## src/rtl/cast_ni_packetizer_pkg.sv

```systemverilog
// Shared definitions for the local-port injection packetizer: flit width,
// flit-type codes, head-flit field layout and the FSM state encoding.
package cast_ni_packetizer_pkg;

  // Flit width; the top two bits carry the flit type, the rest is payload.
  localparam int DW = 48;
  localparam int PW = DW - 2;

  localparam logic [1:0] FT_HEAD = 2'b00;
  localparam logic [1:0] FT_BODY = 2'b01;
  localparam logic [1:0] FT_TAIL = 2'b10;

  // Head flit: {type, dst_x, dst_y, src_x, src_y, seq, zero pad}.
  localparam int HF_W      = 8;
  localparam int DST_X_LSB = DW - 2 - HF_W;
  localparam int DST_Y_LSB = DST_X_LSB - HF_W;
  localparam int SRC_X_LSB = DST_Y_LSB - HF_W;
  localparam int SRC_Y_LSB = SRC_X_LSB - HF_W;
  localparam int SEQ_LSB   = SRC_Y_LSB - HF_W;
  localparam int PAD_W     = SEQ_LSB;

  typedef enum logic {
    ST_IDLE    = 1'b0,
    ST_PAYLOAD = 1'b1
  } state_t;

  function automatic logic [DW-1:0] make_head(
    input logic [HF_W-1:0] dst_x,
    input logic [HF_W-1:0] dst_y,
    input logic [HF_W-1:0] src_x,
    input logic [HF_W-1:0] src_y,
    input logic [HF_W-1:0] seq
  );
    return {FT_HEAD, dst_x, dst_y, src_x, src_y, seq, {PAD_W{1'b0}}};
  endfunction

endpackage

```

## src/rtl/cast_ni_packetizer_credit_ctr.sv

```systemverilog
// End-to-end packet credit counter. A head load consumes one credit, a
// returned-credit pulse gives one back; both in the same cycle cancel out.
// A return while already full saturates and latches a sticky error.
module cast_ni_packetizer_credit_ctr #(
  parameter int CREDITS = 4
) (
  input  logic       clk,
  input  logic       rst,
  input  logic       inc,
  input  logic       take,
  output logic [3:0] credits,
  output logic       err
);

  localparam logic [3:0] CMAX = 4'(CREDITS);

  // Credit count and sticky overflow flag; take is only raised when credits != 0.
  always_ff @(posedge clk or posedge rst) begin
    if (rst) begin
      credits <= CMAX;
      err     <= 1'b0;
    end else if (inc && !take) begin
      if (credits == CMAX) begin
        err <= 1'b1;
      end else begin
        credits <= credits + 4'd1;
      end
    end else if (take && !inc) begin
      credits <= credits - 4'd1;
    end
  end

endmodule

```

## src/rtl/cast_ni_packetizer.sv

```systemverilog
// Local-port injection network interface. Wraps a raw payload word stream
// into HEAD/BODY/TAIL flits for the router local input, prepending one head
// flit with routing info and gating each packet on an end-to-end credit.
//
// Handshake: both the payload input (pay_valid_i/pay_ready_o) and the flit
// output (flit_valid_o/flit_ready_i) transfer on a cycle where valid & ready
// are both high; a valid once raised holds its data stable until it transfers.
module cast_ni_packetizer
  import cast_ni_packetizer_pkg::*;
#(
  parameter int x_pos   = 0,
  parameter int y_pos   = 0,
  parameter int PL      = 16,
  parameter int CREDITS = 4
) (
  input  logic          clk,
  input  logic          rst,
  input  logic          pay_valid_i,
  input  logic [PW-1:0] pay_data_i,
  output logic          pay_ready_o,
  input  logic [7:0]    dst_x_i,
  input  logic [7:0]    dst_y_i,
  input  logic          credit_inc_i,
  output logic          flit_valid_o,
  output logic [DW-1:0] flit_data_o,
  input  logic          flit_ready_i,
  output logic [3:0]    credits_o,
  output logic          err_o,
  output logic          state_o
);

  localparam logic [7:0] SRC_X = 8'(x_pos);
  localparam logic [7:0] SRC_Y = 8'(y_pos);
  localparam logic [7:0] LAST  = 8'(PL - 1);

  state_t     state;
  logic [7:0] cnt;
  logic [7:0] seq;
  logic       slot_free;
  logic       head_load;
  logic       pay_accept;

  // The single output slot can take a new flit when empty or draining this cycle.
  assign slot_free   = !flit_valid_o || flit_ready_i;
  assign head_load   = (state == ST_IDLE) && pay_valid_i && (credits_o != 4'd0) && slot_free;
  assign pay_ready_o = (state == ST_PAYLOAD) && slot_free;
  assign pay_accept  = pay_valid_i && pay_ready_o;
  assign state_o     = logic'(state);

  cast_ni_packetizer_credit_ctr #(
    .CREDITS(CREDITS)
  ) u_credit_ctr (
    .clk    (clk),
    .rst    (rst),
    .inc    (credit_inc_i),
    .take   (head_load),
    .credits(credits_o),
    .err    (err_o)
  );

  // Packet FSM and output flit slot; the head is emitted without consuming a payload word.
  always_ff @(posedge clk or posedge rst) begin
    if (rst) begin
      state        <= ST_IDLE;
      flit_valid_o <= 1'b0;
      flit_data_o  <= '0;
      cnt          <= 8'd0;
      seq          <= 8'd0;
    end else begin
      if (flit_valid_o && flit_ready_i) begin
        flit_valid_o <= 1'b0;
      end
      case (state)
        ST_IDLE: begin
          if (head_load) begin
            flit_valid_o <= 1'b1;
            flit_data_o  <= make_head(dst_x_i, dst_y_i, SRC_X, SRC_Y, seq);
            seq          <= seq + 8'd1;
            cnt          <= 8'd0;
            state        <= ST_PAYLOAD;
          end
        end
        ST_PAYLOAD: begin
          if (pay_accept) begin
            flit_valid_o <= 1'b1;
            cnt          <= cnt + 8'd1;
            if (cnt == LAST) begin
              flit_data_o <= {FT_TAIL, pay_data_i};
              state       <= ST_IDLE;
            end else begin
              flit_data_o <= {FT_BODY, pay_data_i};
            end
          end
        end
        default: state <= ST_IDLE;
      endcase
    end
  end

endmodule

```

## config.mk

```make
export PLATFORM = sky130hd
export DESIGN_NAME = cast_ni_packetizer
export DESIGN_NICKNAME = d
export VERILOG_FILES = /design/src/rtl/cast_ni_packetizer_pkg.sv /design/src/rtl/cast_ni_packetizer_credit_ctr.sv /design/src/rtl/cast_ni_packetizer.sv
export SDC_FILE = /design/constraint.sdc
export NUM_CORES = 1
export LEC_CHECK = 0
export BUFFER_PORTS_ARGS = -buffer_cell sky130_fd_sc_hd__buf_2
export CAP_MARGIN = 0
export CORE_MARGIN = 2
export CORE_UTILIZATION = 30
export DETAILED_ROUTE_END_ITERATION = 12
export MAX_ROUTING_LAYER = met4
export PLACE_DENSITY = 0.65
export REMOVE_ABC_BUFFERS = 1
export SETUP_SLACK_MARGIN = 0.15
export SLEW_MARGIN = 20
export SYNTH_ARGS = -nofsm -noshare
export SYNTH_HDL_FRONTEND = slang
export SYNTH_SLANG_ARGS = --single-unit
```

## constraint.sdc

```tcl
create_clock -name clk -period 3.1 [get_ports clk]
set_input_delay 0.62 -clock clk [delete_from_list [all_inputs] [get_ports clk]]
set_output_delay 0.62 -clock clk [all_outputs]
set_load 0.02 [all_outputs]
```

==> results of run 1 <==
==> sequential cells by signal (all words and copies together) (netlist names) <==
signal                count
u_credit_ctr.credits      4
flit_valid_o              1
u_credit_ctr.err          1
state_o                   1
flit_data_o              48
seq                       8
cnt                       8
==> routing by layer <==
metal	share of wire, %	GRT usage, %
met1	47	16.2
met2	44	19.5
met3	7.8	3.86
met4	1.5	5.26
met5	0	-
==> synth_stat cells, types with 2 or more instances <==
master	instances	area, µm²
sky130_fd_sc_hd__a21oi_1	4	20.0
sky130_fd_sc_hd__a22o_1	25	219
sky130_fd_sc_hd__clkbuf_1	5	18.8
sky130_fd_sc_hd__nand4_1	2	12.5
sky130_fd_sc_hd__xor2_1	6	52.6
sky130_fd_sc_hd__mux2_2	2	22.5
sky130_fd_sc_hd__nor3_1	3	15.0
sky130_fd_sc_hd__or3_1	4	25.0
sky130_fd_sc_hd__buf_2	8	40.0
sky130_fd_sc_hd__nand3_1	7	35.0
sky130_fd_sc_hd__nor4_1	2	12.5
sky130_fd_sc_hd__nand2_1	35	131
sky130_fd_sc_hd__nand2b_1	2	12.5
sky130_fd_sc_hd__dfrtp_1	70	1750
sky130_fd_sc_hd__mux2i_1	26	260
sky130_fd_sc_hd__nor2b_1	2	12.5
sky130_fd_sc_hd__inv_1	3	11.3
sky130_fd_sc_hd__ha_1	4	50.1
sky130_fd_sc_hd__o21ai_0	35	175
sky130_fd_sc_hd__xnor2_1	7	61.3
sky130_fd_sc_hd__nor2_1	6	22.5
==> final timing paths <==
check                                  from                      end  slack (ns)  cells past startpoint
max                            flit_valid_o  u_credit_ctr.credits[3]        0.67                      8
max in group asynchronous               rst  u_credit_ctr.credits[2]        1.91                      3
min                                     rst           flit_data_o[1]        0.38                      2
min reg2reg                u_credit_ctr.err         u_credit_ctr.err        0.46                      1
min in group clk           u_credit_ctr.err         u_credit_ctr.err        0.46                      1
max reg2reg                    flit_valid_o  u_credit_ctr.credits[3]        0.67                      8
==> power by group <==
group / internal [W] / switching [W] / total, W
sequential: 0.00123 / 0.000224 / 0.00145
clock: 0.000390 / 0.000340 / 0.000730
combinational: 0.000580 / 0.000828 / 0.00141
==> worst register-to-register path: cells and delay by family, from the launching register on <==
family	cells	cell delay [ns]
simple gates	2	0.43
mux	1	0.24
flops	1	0.39
xor+xnor	1	0.16
fa+ha+maj	1	0.32
compound gates	3	0.81
==> kinds of logic after synthesis <==
group	Yosys count
XOR/XNOR	13
AND/OR/NAND/NOR	68
multiplexers	28
flip-flops	71
AO/OA/AOI/OAI	69
adder cells (fa/ha/maj)	5
buffers and inverters	19
==> stage by stage <==
step	instance area [µm²]	hold slack (ns)	util, %	worst slack [ns]	setup TNS (ns)
finish	4090	0.382	39.9	0.672	0
global route	4090	0.427	39.9	0.429	0
CTS	4090	0.393	39.9	0.675	0
detailed placement	3890	0.454	38.1	0.346	0
global placement	3890	0.456	38.1	0.473	0
floorplan	3040	0.445	-	-0.0133	-0.0267
==> area by class of cell <==
class / instances / area, µm²
timing repair buffer: 129 / 676
multi-input combinational: 183 / 1260
clock inverter: 4 / 45.0
inverter: 3 / 11.3
clock buffer: 12 / 145
sequential: 71 / 1780
tap: 136 / 170
fill: 1009 / 6150
==> flow_summary.yaml, run 1 <==
power:
  power_dens_cells_nw_per_um2: 878
  total_power_w: 0.00359
  vdd_drop_max_v: 0.000273
  p_leak_nw: 2.16
worst_setup_path:
  end_kind: "register"
  worst-endpoint-arrival_ns: 2.70
  critical_path_buffer_and_inverter_count: 0
  worstSetupPathType: "register to register"
  timing.critical_path.cells: "nand2b_1 -> nand3_1 -> o21ai_0 -> ha_1 -> a21o_1 -> a21oi_1 -> mux2i_1 -> xor2_1"
  critPathLaunchType: "register"
  cp_peak_stage_delay_ns: 0.45
  timing.critical_path.fanout_max: 8
  cp_slowest_cell: "sky130_fd_sc_hd__o21ai_0"
  cell_family_contributing_the_most_delay_on_the_critical_path: "compound AO/OA/AOI/OAI gates"
  worst-endpoint-required_ns: 3.37
synthesis:
  combinational_family_with_the_most_area_after_synthesis: "compound AO/OA/AOI/OAI gates"
  simple_gate_portion_of_the_synthesized_area_pct: 10.6
  synth_ff_type: "sky130_fd_sc_hd__dfrtp_1"
  synth_compound_area_share_pct: 14.5
  yosysWarningCount: 0
  fraction_of_the_mapped_netlist_area_in_adder_cells_pct: 2.24
  synth-seq-area-share_pct: 56.9
  synth_edf_count: 0
  synthesis.area_per_instance_um2: 11.4
  syn-cell-area_um2: 3120
  yosys_reg_bits: 71
  share_of_cell_area_taken_by_muxes_after_synthesis_pct: 9.05
  postSynthCellCount: 273
  async_set_or_reset_flop_fraction_in_the_synthesized_netlist_pct: 100
  post_synth_num_cell_types: 36
  synthesized_area_fraction_occupied_by_xor_and_xnor_cells_pct: 3.65
finish:
  flow.area_growth_from_synthesis_pct: 30.8
  final_cell_mix: "sky130_fd_sc_hd__buf_2, sky130_fd_sc_hd__dfrtp_1, sky130_fd_sc_hd__nand2_1, sky130_fd_sc_hd__o21ai_0, sky130_fd_sc_hd__mux2i_1"
  mostFrequentLayoutCell: "sky130_fd_sc_hd__buf_2"
  antenna_cells: 0
  post_route_cells_drive_above_1_share_pct: 37.8
  layoutNonFillerInstCount: 538
  nets: 469
route:
  drt_pre_antenna_iters: 4
  detail_route.iter0.violations: 83
  routed-via-count: 2457
  detail-route-antenna-nets: 0
  drc_errors: 0
  route.final.wire_length_um: 6750
  post_drt_via_cell_ratio: 4.57
  drt-wirelength-per-cell_um: 12.5
placement:
  gp_congestion: 0.859
  count_of_port_buffers_added_during_placement: 122
  post-place-cells: 522
  place.detailed.hpwl_um: 4860
sta:
  fmaxAchievable_mhz: 412
  finClkSkew_ns: 0.00791
  grt_setup_unrepaired: "no"
  layout_worst_path_cycle_share_pct: 78.3
  maxSlewHeadroom_pct: 53.1
  finalSetupViolations: 0
  timing_worst_slew_pin_value_ns: 0.703
  final.min_clock_period_ns: 2.43
  finalMaxSlewViolations: 0
  final-hold-violation-count: 0
cts:
  tritoncts.num_buffers: 9
  post_cts.repair.setup_buffers: 0
  tritoncts: "yes"
  ctsLongestPathBuffers: 2
  htreeDepth: 3
  ctsRootBufferMaster: "sky130_fd_sc_hd__clkbuf_8"
  holdBufCountCts: 0
  postCtsResizedCells: 0
  clock_latency_ns: 0.34
  cts_sinks: 71
  path_clk_slew_ns: 0.08
min_path:
  worstHoldPathType: "primary input to asynchronous set/reset pin"
global_routing:
  grt_max_degree: 43
  grt_pass1_wl_um: 11200
  grt_usage_pct: 12.9
  grt_overflow_total: 0
  grt_pass1_vias: 2408
  grt_antenna_before_repair: 0
outcome:
  status: "finished clean"
floorplan:
  floorplan.io_pins: 123
  die_w_um: 106
  die_area_um2: 11200
  floorplan.initialDensity_pct: 30.5
  die_y_um: 106
  floorplan.core_area_um2: 10200
  floorplan.rows: 37
flow_run:
  timing.max_cap.violations: 0
No activity file was read; power rests on OpenSTA's default activity.
==> inputs of run 2 (changes only) <==
--- a/config.mk
+++ b/config.mk
@@ -5,13 +5,14 @@
 export SDC_FILE = /design/constraint.sdc
 export NUM_CORES = 1
 export LEC_CHECK = 0
+export ABC_AREA = 1
 export BUFFER_PORTS_ARGS = -buffer_cell sky130_fd_sc_hd__buf_2
 export CAP_MARGIN = 0
 export CORE_MARGIN = 2
 export CORE_UTILIZATION = 30
 export DETAILED_ROUTE_END_ITERATION = 12
 export MAX_ROUTING_LAYER = met4
-export PLACE_DENSITY = 0.65
+export PLACE_DENSITY = 0.64
 export REMOVE_ABC_BUFFERS = 1
 export SETUP_SLACK_MARGIN = 0.15
 export SLEW_MARGIN = 20
==> constraint.sdc (replaced) <==
create_clock -name clk -period 2.45 [get_ports clk]
set_input_delay 0.49 -clock clk [delete_from_list [all_inputs] [get_ports clk]]
set_output_delay 0.49 -clock clk [all_outputs]
set_load 0.02 [all_outputs]
==> flow_summary.yaml, run 2 <==
finish:
  flow.area_growth_from_synthesis_pct: 29.1
  finish.utilization_pct: 39.5
  antenna_cells: 0
  design_area_um2: 4260
  total_area_of_multi_input_combinational_cells_um2: 1320
  mostFrequentLayoutCell: "sky130_fd_sc_hd__nand2_1"
  largest_reg_flops: 48
  final_cell_mix: "sky130_fd_sc_hd__nand2_1, sky130_fd_sc_hd__buf_2, sky130_fd_sc_hd__dfrtp_1"
  post_route_cells_drive_above_1_share_pct: 28.8
  final-seq-area_um2: 1780
  regMostFlops: "flit_data_o"
  nets: 595
  largest_registers: "flit_data_o: 48 flops, cnt: 8 flops, seq: 8 flops"
  filler_cell_count: 1101
floorplan:
  die_y_um: 109
  die_w_um: 109
  floorplan.initialDensity_pct: 30.6
  floorplan.rows: 38
  die_area_um2: 11900
  floorplan.io_pins: 123
  floorplan.core_area_um2: 10800
cts:
  path_clk_slew_ns: 0.08
  postCtsResizedCells: 0
  htreeDepth: 3
  post_cts.repair.setup_buffers: 0
  tritoncts: "yes"
  ctsRootBufferMaster: "sky130_fd_sc_hd__clkbuf_8"
  holdBufCountCts: 0
  cts_sinks: 71
  tritoncts.num_buffers: 9
  ctsLongestPathBuffers: 2
  clock_latency_ns: 0.35
synthesis:
  post-synth-top-count-cell: "sky130_fd_sc_hd__nand2_1"
  syn-cell-area_um2: 3300
  synth-seq-area-share_pct: 53.9
  yosys_reg_bits: 71
  synth_top_area_share_pct: 53.1
  yosysWarningCount: 0
  synth_commonest_cells: "sky130_fd_sc_hd__nand2_1, sky130_fd_sc_hd__dfrtp_1, sky130_fd_sc_hd__nor2_1"
  synth_edf_count: 0
  synthesis.area_per_instance_um2: 8.27
  synth_top_area_cell: "sky130_fd_sc_hd__dfrtp_1"
  async_set_or_reset_flop_fraction_in_the_synthesized_netlist_pct: 100
  synth_ff_type: "sky130_fd_sc_hd__dfrtp_1"
  post_synth_num_cell_types: 25
  postSynthCellCount: 399
  post_synth_main_area_contributors: "sky130_fd_sc_hd__dfrtp_1, sky130_fd_sc_hd__nand2_1, sky130_fd_sc_hd__o21ai_0, sky130_fd_sc_hd__nor2_1, sky130_fd_sc_hd__o21a_1"
worst_setup_path:
  worst-endpoint-arrival_ns: 2.27
  timing.critical_path.cells: "nor2_1 -> nand2_1 -> nand2_1 -> inv_1 -> nor2_1 -> inv_1 -> ha_1 -> nand3_1 -> nand3_1 -> inv_1 -> nand2_1 -> nand2_1 -> nand2_1 -> nand2_1"
  critPathLaunchType: "register"
  critPathMostFrequentCell: "sky130_fd_sc_hd__nand2_1"
  end_kind: "register"
  worst-r2r-cell-count: 14
  rrSetupSlack_ns: 0.42
  cp-endpoint: "u_credit_ctr.credits[3]"
  cell_family_contributing_the_most_delay_on_the_critical_path: "simple AND/OR/NAND/NOR gates"
  crit-reg2reg-capture: "u_credit_ctr.credits[3]"
  cp_slowest_cell: "sky130_fd_sc_hd__dfrtp_1"
  worstSetupPathType: "register to register"
  critical_path_buffer_and_inverter_count: 3
  setup.worst_path.start: "u_credit_ctr.credits[0]"
  r2r-start: "u_credit_ctr.credits[0]"
  critical_path_cell_count: 14
  worst-endpoint-required_ns: 2.69
  timing.critical_path.fanout_max: 8
  cp_peak_stage_delay_ns: 0.45
route:
  post_drt_via_cell_ratio: 4.49
  routed-via-count: 2999
  drt_pre_antenna_iters: 4
  route.layer.met1.wl_um: 3570
  highest_metal_layer_with_signal_wires: "met4"
  detail-route-antenna-nets: 0
  route.final.wire_length_um: 7540
  drc_errors: 0
  total_length_of_routed_met3_wires_um: 434
  detail_route.iter0.violations: 92
  drt-wirelength-per-cell_um: 11.3
  routed_met2_length_um: 3440
sta:
  fmaxAchievable_mhz: 493
  setup_tns_ns: 0
  finClkSkew_ns: 0.0168
  finalMaxSlewViolations: 0
  grt_setup_unrepaired: "no"
  final-hold-violation-count: 0
  final.min_clock_period_ns: 2.03
  maxSlewHeadroom_pct: 54.6
  timing_worst_slew_pin_value_ns: 0.680
  finalSetupViolations: 0
  final_critical_path_setup_slack_ns: 0.423
  layout_worst_path_cycle_share_pct: 82.7
power:
  p_leak_nw: 2.26
  power_dens_cells_nw_per_um2: 1320
  vdd_drop_max_v: 0.000601
  total_power_w: 0.00563
global_routing:
  grt_overflow_total: 0
  grt_usage_pct: 13.5
  grt_max_degree: 41
  grt_antenna_before_repair: 0
  grt_pass1_vias: 2781
  grt_pass1_wl_um: 12200
placement:
  place.detailed.hpwl_um: 5400
  place_worst_setup_slack_ns: 0.307
  post_dp_cell_area_um2: 4070
  gp_congestion: 0.842
  count_of_port_buffers_added_during_placement: 122
outcome:
  status: "finished clean"
min_path:
  worstHoldPathType: "primary input to asynchronous set/reset pin"
flow_run:
  timing.max_cap.violations: 0
==> run 2: cell count changes after synthesis, sizes merged, moves of 9 or more <==
cell,change
nand2,+94
nor2,+41
inv,+31
mux2i,-26
a22o,-25
o21a,+16
o21ai,+9
==> run 2: worst min-delay path by stage <==
| stage | cells past startpoint | to | startpoint |
|---|---|---|---|
| 2_1_floorplan | 2 | seq[6] | seq[6] |
| 3_3_place_gp | 2 | flit_data_o[15] | flit_data_o[15] |
| 3_5_place_dp | 2 | flit_data_o[21] | flit_data_o[21] |
| 4_1_cts | 2 | u_credit_ctr.credits[1] | rst |
| 5_1_grt | 2 | u_credit_ctr.credits[1] | rst |
| 6_report | 2 | u_credit_ctr.credits[1] | rst |
==> run 2: per-stage QoR <==
stage,hold slack [ns],cells
floorplan,0.449,383
global placement,0.451,652
detailed placement,0.454,652
CTS,0.215,668
global route,0.250,668
finish,0.212,668
==> run 2: cells by family (layout without fill, tap and decap cells) <==
logic type | count (synthesis) | in the layout | share of synthesized area [%]
fa+ha+maj | 5 | 5 | 2.12
buf+inv | 50 | 179 | 6.18
simple gates | 201 | 201 | 24.6
flops | 71 | 71 | 53.9
compound gates | 65 | 65 | 11.3
xor+xnor | 7 | 7 | 1.86
==> run 2: routing by layer <==
layer,track usage (%),vias to the layer above
li1,-,1511
met2,21.5,94
met1,16.5,1383
met5,-,-
met4,5.95,0
met3,3.11,11
==> run 2: report_power, final <==
| group | switching, W | leakage (nW) | total (W) | internal (W) |
|---|---|---|---|---|
| combinational | 0.00171 | 1.32 | 0.00263 | 0.000924 |
| sequential | 0.000345 | 0.841 | 0.00207 | 0.00173 |
| clock | 0.000417 | 0.0919 | 0.000918 | 0.000502 |
| total | 0.00247 | 2.26 | 0.00563 | 0.00315 |
==> run 2: layout make-up <==
cell class,instances,area share (%)
Clock buffer,15,3.67
Sequential cell,71,41.7
Tap cell,140,4.11
Timing Repair Buffer,129,15.9
Multi-Input combinational cell,278,30.9
Clock inverter,1,0.705
Inverter,34,3.00
==> inputs of run 3 (changes only) <==
--- a/config.mk
+++ b/config.mk
@@ -12,7 +12,7 @@
 export CORE_UTILIZATION = 30
 export DETAILED_ROUTE_END_ITERATION = 12
 export MAX_ROUTING_LAYER = met4
-export PLACE_DENSITY = 0.64
+export PLACE_DENSITY = 0.66
 export REMOVE_ABC_BUFFERS = 1
 export SETUP_SLACK_MARGIN = 0.15
 export SLEW_MARGIN = 20
==> constraint.sdc (replaced) <==
create_clock -name clk -period 1.8 [get_ports clk]
set_input_delay 0.36 -clock clk [delete_from_list [all_inputs] [get_ports clk]]
set_output_delay 0.36 -clock clk [all_outputs]
set_load 0.02 [all_outputs]
==> flow_summary.yaml, run 3 (synthesis results as in run 2) <==
power:
  vdd_drop_max_v: 0.000961
  p_leak_nw: 2.39
  power_frac_clock_pct: 17.5
  net_switching_power_of_the_design_w: 0.00363
  power_dens_cells_nw_per_um2: 1840
  pwr-share-comb_pct: 49.3
  power.sequential.fraction_pct: 33.2
  p_sw_share_pct: 43.1
  internal_power_w: 0.00480
global_routing:
  grt_pass1_wl_um: 12700
  grt_usage_pct: 14.1
  grt_antenna_before_repair: 0
  grt_pass1_vias: 2815
  grt_overflow_total: 0
  grt_max_degree: 44
placement:
  place_worst_setup_slack_ns: -0.0462
  count_of_port_buffers_added_during_placement: 122
  place.detailed.hpwl_um: 5440
  post_dp_cell_area_um2: 4150
  post-place-cells: 659
  gp_congestion: 0.800
floorplan:
  floorplan.io_pins: 123
  die_area_um2: 11900
  floorplan.rows: 38
  die_w_um: 109
  die_y_um: 109
  floorplan.core_area_um2: 10800
  floorplan.initialDensity_pct: 30.6
worst_setup_path:
  worst-endpoint-required_ns: 2.05
  critical_path_buffer_and_inverter_count: 3
  critPathLaunchType: "register"
  r2r-start: "u_credit_ctr.credits[0]"
  end_kind: "register"
  cell_family_contributing_the_most_delay_on_the_critical_path: "simple AND/OR/NAND/NOR gates"
  worst-endpoint-arrival_ns: 1.94
  crit-reg2reg-capture: "u_credit_ctr.credits[3]"
  worstSetupPathType: "register to register"
  worst-r2r-cell-count: 14
  cp_peak_stage_delay_ns: 0.39
  cp_slowest_cell: "sky130_fd_sc_hd__dfrtp_1"
  timing.critical_path.cells: "nor2_2 -> nand2_1 -> nand2_2 -> inv_2 -> nor2_2 -> inv_2 -> ha_4 -> nand3_2 -> nand3_2 -> inv_1 -> nand2_2 -> nand2_1 -> nand2_1 -> nand2_1"
  critPathMostFrequentCell: "sky130_fd_sc_hd__nand2_1"
  timing.critical_path.fanout_max: 4
  rrSetupSlack_ns: 0.10
sta:
  grt_setup_unrepaired: "yes"
  final-hold-violation-count: 0
  fin_worst_hold_slack_ns: 0.202
  fmaxAchievable_mhz: 589
  timing_worst_slew_pin_value_ns: 0.312
  maxSlewHeadroom_pct: 79.2
  finClkSkew_ns: 0.0137
  final_critical_path_setup_slack_ns: 0.102
  final.min_clock_period_ns: 1.70
  layout_worst_path_cycle_share_pct: 94.4
  finalMaxSlewViolations: 0
  finalSetupViolations: 0
route:
  drc_errors: 0
  drt_pre_antenna_iters: 4
  post_drt_via_cell_ratio: 4.53
  routed-via-count: 3097
  drt-wirelength-per-cell_um: 12.1
  detail_route.iter0.violations: 185
  route.final.wire_length_um: 8280
  detail-route-antenna-nets: 0
cts:
  tritoncts.num_buffers: 9
  tritoncts: "yes"
  ctsLongestPathBuffers: 2
  ctsRootBufferMaster: "sky130_fd_sc_hd__clkbuf_8"
  clock_latency_ns: 0.35
  cts_sinks: 71
  htreeDepth: 3
  path_clk_slew_ns: 0.08
finish:
  flow.area_growth_from_synthesis_pct: 38.8
  largest_reg_flops: 48
  post_route_cells_drive_above_1_share_pct: 34.7
  largest_registers: "flit_data_o: 48 flops, cnt: 8 flops, seq: 8 flops"
  mostFrequentLayoutCell: "sky130_fd_sc_hd__nand2_1"
  regMostFlops: "flit_data_o"
  layoutNonFillerInstCount: 684
  antenna_cells: 0
  final_cell_mix: "sky130_fd_sc_hd__nand2_1, sky130_fd_sc_hd__buf_2, sky130_fd_sc_hd__dfrtp_1"
  nets: 611
  design_area_um2: 4580
  finish.utilization_pct: 42.4
min_path:
  min_delay_path_depth: 3
  hp-start: "pay_data_i[29]"
  worstHoldPathType: "primary input to register"
  timing.hold.worst_endpoint: "flit_data_o[29]"
flow_run:
  timing.max_cap.violations: 0
outcome:
  status: "finished clean"
## run 3: cell types whose count changed in the layout (fill, tap and decap cells not counted), moves of 4 or more
cell                       before  now
sky130_fd_sc_hd__buf_4          6   15
sky130_fd_sc_hd__clkbuf_1       5    0
sky130_fd_sc_hd__inv_1         30   26
sky130_fd_sc_hd__nand2_1      127  123
sky130_fd_sc_hd__nor2_1        44   40
## run 3: tightest hold or removal path, delay by kind of cell
family | cells | cell delay [ns]
simple gates | 2 | 0.09
buf+inv | 1 | 0.07
## run 3: area by class of cell
type                            instances  area, µm²
Fill cell                            1054       6210
Timing Repair inverter                  1       7.51
Timing Repair Buffer                  144        861
Clock buffer                           11        151
Sequential cell                        71       1780
Inverter                               34        134
Multi-Input combinational cell        278       1400
Clock inverter                          5       78.8
Tap cell                              140        175
## run 3: power groups by stage
stage	Combinational (W)	Sequential, W	Clock (W)
floorplan	0.00161	0.00358	0
global placement	0.00370	0.00279	0
detailed placement	0.00381	0.00281	0
CTS	0.00391	0.00280	0.00154
global route	0.00463	0.00289	0.00161
finish	0.00416	0.00280	0.00148
## run 3: what timing repair did
item,in CTS,in global routing
cloned,0,3
hold buffers,1,0
buffers inserted,1,4
resized for setup,13,13
pin swaps,9,10
setup endpoints to repair,23,54
hold endpoints to repair,5,0
## run 3: per-layer routing
layer / share of wire [%] / vias up / routed length, µm / global-route usage [%]
met3: 7.6 / 9 / 625 / 3.77
met2: 46 / 112 / 3790 / 22.5
met5: 0 / - / 0 / -
met4: 0.85 / 0 / 70 / 5.22
li1: - / 1547 / - / -
met1: 46 / 1429 / 3790 / 17.2
## run 3: worst max path at each step
stage,slack (ns),cells after the start,to,start
3_3_place_gp,0.02,14,u_credit_ctr.credits[3],flit_ready_i
5_1_grt,-0.02,14,u_credit_ctr.credits[3],u_credit_ctr.credits[0]
2_1_floorplan,-0.90,13,u_credit_ctr.credits[3],state_o
4_1_cts,0.08,14,u_credit_ctr.credits[3],u_credit_ctr.credits[1]
3_5_place_dp,-0.05,14,u_credit_ctr.credits[3],flit_ready_i
6_report,0.10,14,u_credit_ctr.credits[3],u_credit_ctr.credits[0]
## run 3: metrics by stage
step                power [W]  TNS, ns
detailed placement    0.00662  -0.0462
global placement      0.00649        0
global route          0.00914  -0.0159
floorplan             0.00519   -66.40
CTS                   0.00824        0
finish                0.00843        0
